--- src/rtl/conv_pkg.sv ---
// conv_pkg: shared types and sizing for the convolution layer's weight path.
//   - fetch_state_e : weight_fetch sequencer states (IDLE / FETCH / DRAIN)
//   - WEIGHT_W      : weight word width
//   - WEIGHT_DEPTH  : number of populated weight RAM words
//   - WEIGHT_ADDR_W : weight RAM address width
package conv_pkg;

    localparam int WEIGHT_W      = 16;
    localparam int WEIGHT_DEPTH  = 5;
    localparam int WEIGHT_ADDR_W = 3;

    typedef enum logic [1:0] {
        ST_IDLE  = 2'd0,
        ST_FETCH = 2'd1,
        ST_DRAIN = 2'd2
    } fetch_state_e;

endpackage : conv_pkg

--- src/rtl/skid_fifo2.sv ---
// skid_fifo2: 2-entry FIFO of {last, data}. It absorbs the weight RAM's
// one-cycle read latency so the read sequencer can keep streaming under
// downstream back-pressure. Entry 0 is always the head, so the head outputs
// come straight from flops and stay stable while nothing is popped.
// Ports:
//   clk, rst             : clock, synchronous active-high reset
//   push, push_data,
//   push_last            : write {last, data} at the tail
//   pop                  : remove the head (only meaningful when head_valid)
//   occ                  : current occupancy 0..2
//   head_valid           : occupancy is non-zero
//   head_data, head_last : head entry contents
module skid_fifo2 import conv_pkg::*; #(
    parameter int DATA_W = WEIGHT_W
) (
    input  logic              clk,
    input  logic              rst,
    input  logic              push,
    input  logic [DATA_W-1:0] push_data,
    input  logic              push_last,
    input  logic              pop,
    output logic [1:0]        occ,
    output logic              head_valid,
    output logic [DATA_W-1:0] head_data,
    output logic              head_last
);

    localparam int ENTRY_W = DATA_W + 1;

    logic [ENTRY_W-1:0] e0_q, e0_d;
    logic [ENTRY_W-1:0] e1_q, e1_d;
    logic [ENTRY_W-1:0] in_s;
    logic [1:0]         occ_q, occ_d;
    logic               valid_q, valid_d;

    // Next-state for the two entries and the occupancy count.
    always_comb begin
        in_s  = {push_last, push_data};
        e0_d  = e0_q;
        e1_d  = e1_q;
        occ_d = occ_q;
        case ({push, pop})
            2'b10: begin
                if (occ_q == 2'd0) begin
                    e0_d  = in_s;
                    occ_d = 2'd1;
                end else if (occ_q == 2'd1) begin
                    e1_d  = in_s;
                    occ_d = 2'd2;
                end else begin
                    // Full: cannot happen while the issue rule holds; keep contents.
                    occ_d = occ_q;
                end
            end
            2'b01: begin
                if (occ_q != 2'd0) begin
                    e0_d  = e1_q;
                    occ_d = occ_q - 2'd1;
                end else begin
                    occ_d = occ_q;
                end
            end
            2'b11: begin
                if (occ_q == 2'd2) begin
                    e0_d = e1_q;
                    e1_d = in_s;
                end else if (occ_q == 2'd1) begin
                    e0_d = in_s;
                end else begin
                    // Pop of an empty FIFO is a no-op; the push still lands.
                    e0_d  = in_s;
                    occ_d = 2'd1;
                end
            end
            default: begin
                occ_d = occ_q;
            end
        endcase
        valid_d = (occ_d != 2'd0);
    end

    // Entry, occupancy and valid flops.
    always_ff @(posedge clk) begin
        if (rst) begin
            e0_q    <= {ENTRY_W{1'b0}};
            e1_q    <= {ENTRY_W{1'b0}};
            occ_q   <= 2'd0;
            valid_q <= 1'b0;
        end else begin
            e0_q    <= e0_d;
            e1_q    <= e1_d;
            occ_q   <= occ_d;
            valid_q <= valid_d;
        end
    end

    assign occ        = occ_q;
    assign head_valid = valid_q;
    assign head_data  = e0_q[DATA_W-1:0];
    assign head_last  = e0_q[DATA_W];

endmodule : skid_fifo2

--- src/rtl/weight_fetch.sv ---
// weight_fetch: read-side sequencer for the convolution weight RAM.
// A start command streams min(len, DEPTH) consecutive weights beginning at
// base_addr (wrapping DEPTH-1 -> 0) out of the RAM and presents them as a
// valid/ready stream with a last-word marker.
// Ports:
//   clk, rst                    : clock, synchronous active-high reset
//   start, base_addr, len       : command, sampled only while idle
//   busy, done                  : command in progress / one-cycle completion pulse
//   ram_read_enable,
//   ram_addr_read, ram_data_out : RAM read port (data valid the cycle after enable)
//   w_valid, w_data, w_last,
//   w_ready                     : weight stream to the MAC datapath
module weight_fetch import conv_pkg::*; #(
    parameter int DATA_W = WEIGHT_W,
    parameter int ADDR_W = WEIGHT_ADDR_W,
    parameter int DEPTH  = WEIGHT_DEPTH
) (
    input  logic              clk,
    input  logic              rst,
    input  logic              start,
    input  logic [ADDR_W-1:0] base_addr,
    input  logic [ADDR_W:0]   len,
    output logic              busy,
    output logic              done,
    output logic              ram_read_enable,
    output logic [ADDR_W-1:0] ram_addr_read,
    input  logic [DATA_W-1:0] ram_data_out,
    output logic              w_valid,
    output logic [DATA_W-1:0] w_data,
    output logic              w_last,
    input  logic              w_ready
);

    localparam logic [ADDR_W:0]   DEPTH_L   = (ADDR_W+1)'(DEPTH);
    localparam logic [ADDR_W-1:0] LAST_ADDR = ADDR_W'(DEPTH - 1);
    localparam logic [ADDR_W:0]   CNT_ONE   = (ADDR_W+1)'(1);

    fetch_state_e      state_q, state_d;
    logic [ADDR_W-1:0] addr_q, addr_d;
    logic [ADDR_W:0]   len_q, len_d;
    logic [ADDR_W:0]   issue_cnt_q, issue_cnt_d;
    logic [ADDR_W:0]   emit_cnt_q, emit_cnt_d;
    logic              inflight_q, inflight_d;
    logic              last_tag_q, last_tag_d;
    logic              busy_q, busy_d;
    logic              done_q, done_d;

    logic [1:0]        fifo_occ_s;
    logic              fifo_valid_s;
    logic              pop_s;
    logic              room_s;
    logic              issue_s;
    logic              final_xfer_s;
    logic [2:0]        pending_s;
    logic [ADDR_W:0]   base_ext_s;
    logic [ADDR_W-1:0] base_mod_s;
    logic [ADDR_W:0]   len_clamp_s;

    // Capture buffer: the RAM result is pushed the cycle after its read issue.
    skid_fifo2 #(
        .DATA_W (DATA_W)
    ) u_buf (
        .clk        (clk),
        .rst        (rst),
        .push       (inflight_q),
        .push_data  (ram_data_out),
        .push_last  (last_tag_q),
        .pop        (pop_s),
        .occ        (fifo_occ_s),
        .head_valid (fifo_valid_s),
        .head_data  (w_data),
        .head_last  (w_last)
    );

    // Issue rule, command latch values and sequencer next state.
    always_comb begin
        pop_s        = fifo_valid_s && w_ready;
        // Words already buffered plus the one still in the RAM pipe must leave
        // a free slot after this cycle's pop, so the buffer can never overflow.
        pending_s    = {1'b0, fifo_occ_s} + {2'b00, inflight_q};
        room_s       = (pending_s < (3'd2 + {2'b00, pop_s}));
        issue_s      = (state_q == ST_FETCH) && (issue_cnt_q < len_q) && room_s;
        final_xfer_s = (state_q != ST_IDLE) && pop_s && ((emit_cnt_q + CNT_ONE) == len_q);

        base_ext_s   = {1'b0, base_addr};
        base_mod_s   = ADDR_W'(base_ext_s % DEPTH_L);
        len_clamp_s  = (len > DEPTH_L) ? DEPTH_L : len;

        state_d      = state_q;
        addr_d       = addr_q;
        len_d        = len_q;
        issue_cnt_d  = issue_cnt_q;
        emit_cnt_d   = emit_cnt_q;
        done_d       = 1'b0;
        inflight_d   = issue_s;
        last_tag_d   = issue_s && ((issue_cnt_q + CNT_ONE) == len_q);

        case (state_q)
            ST_IDLE: begin
                if (start) begin
                    addr_d      = base_mod_s;
                    len_d       = len_clamp_s;
                    issue_cnt_d = {(ADDR_W+1){1'b0}};
                    emit_cnt_d  = {(ADDR_W+1){1'b0}};
                    if (len_clamp_s == {(ADDR_W+1){1'b0}}) begin
                        state_d = ST_IDLE;
                        done_d  = 1'b1;
                    end else begin
                        state_d = ST_FETCH;
                    end
                end else begin
                    state_d = ST_IDLE;
                end
            end
            ST_FETCH: begin
                if (issue_s) begin
                    addr_d      = (addr_q == LAST_ADDR) ? {ADDR_W{1'b0}} : addr_q + ADDR_W'(1);
                    issue_cnt_d = issue_cnt_q + CNT_ONE;
                end else begin
                    issue_cnt_d = issue_cnt_q;
                end
                if (pop_s) begin
                    emit_cnt_d = emit_cnt_q + CNT_ONE;
                end else begin
                    emit_cnt_d = emit_cnt_q;
                end
                if (issue_cnt_d == len_q) begin
                    state_d = ST_DRAIN;
                end else begin
                    state_d = ST_FETCH;
                end
            end
            ST_DRAIN: begin
                if (pop_s) begin
                    emit_cnt_d = emit_cnt_q + CNT_ONE;
                end else begin
                    emit_cnt_d = emit_cnt_q;
                end
                if (final_xfer_s) begin
                    state_d = ST_IDLE;
                    done_d  = 1'b1;
                end else begin
                    state_d = ST_DRAIN;
                end
            end
            default: begin
                state_d = ST_IDLE;
            end
        endcase

        busy_d = (state_d != ST_IDLE);
    end

    // Sequencer state, counters, RAM-pipe tracking and status flops.
    always_ff @(posedge clk) begin
        if (rst) begin
            state_q     <= ST_IDLE;
            addr_q      <= {ADDR_W{1'b0}};
            len_q       <= {(ADDR_W+1){1'b0}};
            issue_cnt_q <= {(ADDR_W+1){1'b0}};
            emit_cnt_q  <= {(ADDR_W+1){1'b0}};
            inflight_q  <= 1'b0;
            last_tag_q  <= 1'b0;
            busy_q      <= 1'b0;
            done_q      <= 1'b0;
        end else begin
            state_q     <= state_d;
            addr_q      <= addr_d;
            len_q       <= len_d;
            issue_cnt_q <= issue_cnt_d;
            emit_cnt_q  <= emit_cnt_d;
            inflight_q  <= inflight_d;
            last_tag_q  <= last_tag_d;
            busy_q      <= busy_d;
            done_q      <= done_d;
        end
    end

    // Read enable depends on this cycle's pop so issue resumes as soon as space frees.
    assign ram_read_enable = issue_s;
    assign ram_addr_read   = addr_q;
    assign w_valid         = fifo_valid_s;
    assign busy            = busy_q;
    assign done            = done_q;

endmodule : weight_fetch
--- config.mk ---
export PLATFORM = sky130hd
export DESIGN_NAME = weight_fetch
export DESIGN_NICKNAME = d
export VERILOG_FILES = /design/src/rtl/conv_pkg.sv /design/src/rtl/skid_fifo2.sv /design/src/rtl/weight_fetch.sv
export SDC_FILE = /design/constraint.sdc
export NUM_CORES = 1
export LEC_CHECK = 0
export ABC_AREA = 1
export CAP_MARGIN = 20
export CORE_ASPECT_RATIO = 1.2
export CORE_MARGIN = 2
export CORE_UTILIZATION = 54
export DETAILED_ROUTE_END_ITERATION = 16
export GPL_ROUTABILITY_DRIVEN = 0
export GPL_TIMING_DRIVEN = 1
export PLACE_DENSITY_LB_ADDON = 0.3
export SETUP_SLACK_MARGIN = 0.3
export SYNTH_ARGS = -nofsm -noshare
export SYNTH_HDL_FRONTEND = slang
export SYNTH_SLANG_ARGS = --single-unit
--- constraint.sdc ---
create_clock -name clk -period 2.6 [get_ports clk]
set_input_delay 0.78 -clock clk [delete_from_list [all_inputs] [get_ports clk]]
set_output_delay 0.78 -clock clk [all_outputs]
set_load 0.005 [all_outputs]
**After elaboration in Yosys (flattened, before gate mapping)**

Cells that the tools add are included.

- Divide/modulo/power cells: 1
- Multiplexer cells: 34
- Equality and inequality tests: 19
- Reductions and logical operators: 24
- Order comparisons: 3
- Add/subtract/negate cells: 6

Operators with widths:

| cell | number |
|---|---|
| 17-bit two-way mux | 6 |
| 17-bit one-hot mux with 3 select lines | 1 |
| 17-bit one-hot mux with 2 select lines | 1 |
| 4-bit two-way mux | 5 |
| 2-bit two-way mux | 8 |
| 4-bit one-hot mux with 2 select lines | 2 |
| 2-bit nonzero test | 7 |
| 4-bit == test | 3 |
| 2-bit one-hot mux with 3 select lines | 2 |
| 2-bit by 1-bit != test with 1-bit output (second input constant) | 5 |
| 3-bit two-way mux | 3 |
| 3-bit AND reduction | 3 |
| 4-bit by 1-bit adder with 4-bit output (second input constant) | 2 |
| 2-bit == test (second input constant) | 4 |
| 2-bit by 1-bit == test with 1-bit output (second input constant) | 3 |
| 1-bit logical AND | 6 |
| 2-bit != test (second input constant) | 3 |
| 3-bit one-hot mux with 2 select lines | 1 |
| 4-bit by 3-bit > comparator with 1-bit output (second input constant) | 1 |
| 2-bit zero test | 2 |
| 4-bit zero test | 1 |
| 4-bit < comparator | 1 |
| 3-bit by 3-bit modulo with 4-bit output (second input constant) | 1 |
| 1-bit two-way mux | 4 |
| other kinds (11) | 12 |

- Word-level logic and storage cells: 100
- Bits of input ports: 27
- Output and inout port bits: 24
- Register bits after elaboration: 58

**Logic depth before layout (Yosys ltp)**

- Word-level depth: 10
- Depth in mapped cells: 19
- Mapped depth without buffers: 18

**Modules after synthesis**

Synthesis repeated with hierarchy kept, for this count alone.

- Cells, all modules: 487
- Area total of the unflattened synthesis: 3384.5 um2

Modules (own cells, without submodules):

| module | cells an instance | times used | sequential area each (um2) | area an instance (um2) |
|---|---|---|---|---|
| skid_fifo2 | 279 | 1 | 740.7 | 1913.1 |
| weight_fetch | 208 | 1 | 420.4 | 1471.4 |

**Worst setup path after synthesis**

No wires, ideal clock.

- Path type: in2out
- Start point: input port w_ready
- End point: output port ram_read_enable
- Data required time: 1.820 ns
- Stages: 6
- Arrival time: 1.524 ns
- Setup slack: 0.296 ns
- Cell sequence: nand2_1 o21a_1 nor2_8 nand2_4 buf_6 inv_1

- Word-level cells in the longest chain between the ends: 4

Ends and longest elaborated chain:

| item | line | text |
|---|---|---|
| start, declared | weight_fetch.sv:31 | `input logic w_ready` |
| 1-bit logical AND | weight_fetch.sv:77 | `pop_s = fifo_valid_s && w_ready;` |
| 2-bit by 1-bit adder with 3-bit output | weight_fetch.sv:81 | `room_s = (pending_s < (3'd2 + {2'b00, pop_s}));` |
| 3-bit < comparator | weight_fetch.sv:81 |  |
| 1-bit logical AND | weight_fetch.sv:82 | `issue_s = (state_q == ST_FETCH) && (issue_cnt_q < len_q) && room_s;` |
| end, declared | weight_fetch.sv:25 | `output logic ram_read_enable,` |

Every way passes these cells.

**Worst setup path in the final report**

- Start point: register inflight_q
- End point: output port ram_read_enable

- Word-level cells in the longest chain between the ends: 3

Ends and longest elaborated chain:

| item | line | text |
|---|---|---|
| start, declared | weight_fetch.sv:43 | `logic inflight_q, inflight_d;` |
| start signal, assigned | weight_fetch.sv:172 | `inflight_q <= inflight_d;` |
| 2-bit by 1-bit adder with 3-bit output | weight_fetch.sv:80 | `pending_s = {1'b0, fifo_occ_s} + {2'b00, inflight_q};` |
| 3-bit < comparator | weight_fetch.sv:81 |  |
| 1-bit logical AND | weight_fetch.sv:82 |  |

Every way passes these cells.

==> impl_metrics.yaml <==
floorplanning:
  placement_rows: 30
  num_io_pins: 51
  initial_standard_cell_utilization_of_the_core: 0.5632
  die_width_um: 74.42
  core_mm2: 0.005705
  die_area_mm2: 0.006586
  floorplan.die.height_um: 88.50
clock_network:
  clock_sink_count: 58
  cts-root-buf: "sky130_fd_sc_hd__clkbuf_8"
  path_clk_slew_ps: 70
  worst_skew_late_latency_ps: 340
  cts_htree_levels: 3
  number_of_buffers_created_by_cts: 9
  post_cts_hold_buffer_count: 0
  cts_max_path_buffers: 2
  cts_tree: "built"
flow_run:
  cap_violations: 0
critical_path:
  crit_chain: "ha_4, ha_4, o21a_4, nor2_8, nand2_4, inv_2, buf_6"
  cp_common_cell: "sky130_fd_sc_hd__ha_4"
  worst_reg2reg_path_depth: 17
  crit_path_max_cell_delay_ps: 400
  critPathArrivalTime_ps: 1520
  slowest_stage_cell_on_the_critical_path: "sky130_fd_sc_hd__dfxtp_1"
  endpoint_kind: "output pin"
  cp_max_fo: 2
  critical_path.top_delay_family: "flip-flops"
  cp_startpoint: "inflight_q$_SDFF_PP0_"
  worst-r2r-setup-slack_ps: 470
  critical_path_required_ps: 1820
  critPathCapture: "ram_read_enable"
  critical_path.reg2reg.endpoint: "busy$_SDFF_PP0_"
  criticalPathCategory: "flip-flop to output pin"
  critPathLaunchType: "flip-flop"
  critical_path.n_buffers_inverters: 2
  r2r_start: "inflight_q$_SDFF_PP0_"
  worstSetupPathDepth: 7
cells_and_area:
  final_core_util: 0.7529
  areaGrowthSynthToFinish_pct: 33.68
  layout_common_cells: "sky130_fd_sc_hd__inv_1, sky130_fd_sc_hd__nor2_1, sky130_fd_sc_hd__nand3_1"
  finalNetCount: 582
  leading_cell_type_in_the_layout_fill_and_taps_excluded: "sky130_fd_sc_hd__inv_1"
  layout.filler_cells: 456
  antennaDiodeCount: 0
  post_layout_nonfiller_instances: 618
  drive_above_1_share: 0.1691
yosys:
  synth_sequential_area_ratio: 0.3614
  netlist_area_mm2: 0.003213
  synth-main-ff-cell: "sky130_fd_sc_hd__dfxtp_1"
  synthesis.instances: 452
  synth_cell_type_count: 36
  asyncSetResetFlopFracSynth: 0
  synth.yosys.warnings: 0
  synth.ff_latch_count: 58
  synth_area_per_cell_um2: 7.109
  synth-edff-count: 0
  postSynthNetCount: 501
timing:
  final_min_period_over_clock_period: 0.8829
  max_slew_violation_total_from_the_final_report: 0
  tightest_slew_ps: 672.9
  relSlewSlack: 0.5509
  timing.final.crit_period_ps: 2296
  clock.fmax_mhz: 435.6
  setup_viol_count_final: 0
  final_hold_viol_count: 0
  finClkSkew_ps: 7.013
  grt_setup_unrepaired: "yes"
drt:
  routed_wirelength_mm: 8.112
  drc_errors: 0
  wire_per_inst_um: 13.13
  detail-route-antenna-nets: 0
  vias: 3335
  routed_via_density: 5.396
  detailedRoute.firstIterationViolations: 269
  drt-pass1-iter-count: 5
global_route:
  met3_usage: 0.04328
  gr-usage-met2: 0.4553
  grt_pass1_vias: 3140
  track_usage: 0.2608
  grt_remaining_overflow: 0
  grt_max_degree: 33
  grtUsageMet1: 0.2944
  grt_most_used_layer: "met2"
  grt_first_pass_wirelength_mm: 13.43
  grt_antenna_before_repair: 0
placement:
  port-buffer-count: 50
  dp_hpwl_mm: 5.536
  placedCellCount: 590
hold_path:
  hold_path.class: "flip-flop to flip-flop"
run_status:
  run_status: "finished clean"
power_and_ir_drop:
  vdd_ir_drop_max_mv: 0.3510
  p_per_area_mw_per_mm2: 561.1
  cellLeakagePower_nw: 1.954
[report_power, final]
part	total (mW)	leakage (nW)	internal [mW]	switching, mW
sequential	0.997	0.475	0.950	0.0465
clock	0.732	0.0851	0.366	0.366
combinational	0.681	1.39	0.332	0.349
[synthesized netlist by cell type, types with 2 or more instances]
cell type	n	area [um^2]
sky130_fd_sc_hd__a211oi_1	2	15.01
sky130_fd_sc_hd__a21oi_1	47	235.2
sky130_fd_sc_hd__a31oi_1	2	12.51
sky130_fd_sc_hd__buf_2	5	25.02
sky130_fd_sc_hd__clkbuf_1	11	41.29
sky130_fd_sc_hd__dfxtp_1	58	1161
sky130_fd_sc_hd__ha_1	22	275.3
sky130_fd_sc_hd__inv_1	64	240.2
sky130_fd_sc_hd__nand2_1	49	183.9
sky130_fd_sc_hd__nand2_2	2	12.51
sky130_fd_sc_hd__nand2_4	2	22.52
sky130_fd_sc_hd__nand3_1	52	260.3
sky130_fd_sc_hd__nand3b_1	2	15.01
sky130_fd_sc_hd__nor2_1	53	198.9
sky130_fd_sc_hd__nor3_1	2	10.01
sky130_fd_sc_hd__o21ai_0	36	180.2
sky130_fd_sc_hd__o21ai_1	5	25.02
sky130_fd_sc_hd__or2_1	12	75.07
sky130_fd_sc_hd__xnor2_1	3	26.28
sky130_fd_sc_hd__xor2_1	7	61.31
[layout make-up]
cell class	instances	area, um^2	area share
clock buffer	11	141.4	0.03292
sequential	58	1181	0.2750
multi-input combinational	310	1798	0.4186
clock inverter	5	30.03	0.006991
timing repair buffer	88	794.5	0.1850
inverter	66	250.2	0.05826
tap	80	100.1	0.02330
[worst min path at each step]
stage                           from                           to  cells past startpoint
6_report       last_tag_q$_SDFF_PP0_  u_buf.e1_q[16]$_SDFFE_PP0P_                      2
5_1_grt        last_tag_q$_SDFF_PP0_  u_buf.e1_q[16]$_SDFFE_PP0P_                      2
4_1_cts        last_tag_q$_SDFF_PP0_  u_buf.e1_q[16]$_SDFFE_PP0P_                      2
3_5_place_dp   last_tag_q$_SDFF_PP0_  u_buf.e1_q[16]$_SDFFE_PP0P_                      2
3_3_place_gp   last_tag_q$_SDFF_PP0_  u_buf.e1_q[16]$_SDFFE_PP0P_                      2
2_1_floorplan  last_tag_q$_SDFF_PP0_  u_buf.e1_q[16]$_SDFFE_PP0P_                      2
[per-layer routing]
layer / wire length [um] / part of all wire / vias up
li1: - / - / 1631
met1: 3188 / 0.39 / 1544
met2: 4187 / 0.52 / 131
met3: 420 / 0.052 / 29
met4: 316 / 0.039 / 0
met5: 0 / 0 / -
[registers in the layout (all words and copies together), names as in the netlist]
| signal | count |
|---|---|
| state_q | 2 |
| len_q | 4 |
| u_buf.e1_q | 17 |
| last_tag_q | 1 |
| ram_addr_read | 3 |
| busy | 1 |
| u_buf.occ | 2 |
| inflight_q | 1 |
| done | 1 |
| issue_cnt_q | 4 |
| u_buf.e0_q | 17 |
| u_buf.head_valid | 1 |
| emit_cnt_q | 4 |
[timing repair]
item,in CTS,in global routing
hold endpoints to repair,0,0
pin swaps,7,7
setup endpoints to repair,2,2
resized for setup,23,18
buffers inserted,8,4
[kinds of logic after synthesis]
kind of cell,count (synthesis),share of synthesized area
AND/OR/NAND/NOR,179,0.2605
AO/OA/AOI/OAI,99,0.1628
buffers and inverters,84,0.1024
flip-flops,58,0.3614
adder cells (fa/ha/maj),22,0.08567
XOR/XNOR,10,0.02726
[metrics by stage]
stage	setup TNS (ps)	power (mW)	cell area (um^2)	hold WS [ps]	setup WS, ps
final	0	2.410	4295	491.1	304.4
after global routing	0	2.551	4295	511.0	248.5
after CTS	0	2.388	4203	484.5	302.2
after detailed placement	-698.2	1.637	3946	467.6	-487.1
after global placement	-544.0	1.617	3946	450.2	-468.8
after floorplan	0	1.360	3216	423.9	306.6
[worst reg2reg max path: cells and delay by family, from the launching register on]
family / cells / cell delay (ps)
simple gates: 11 / 760
compound gates: 1 / 140
flops: 1 / 350
fa+ha+maj: 2 / 430
buf+inv: 3 / 350
No activity file was read; power rests on OpenSTA's default activity.
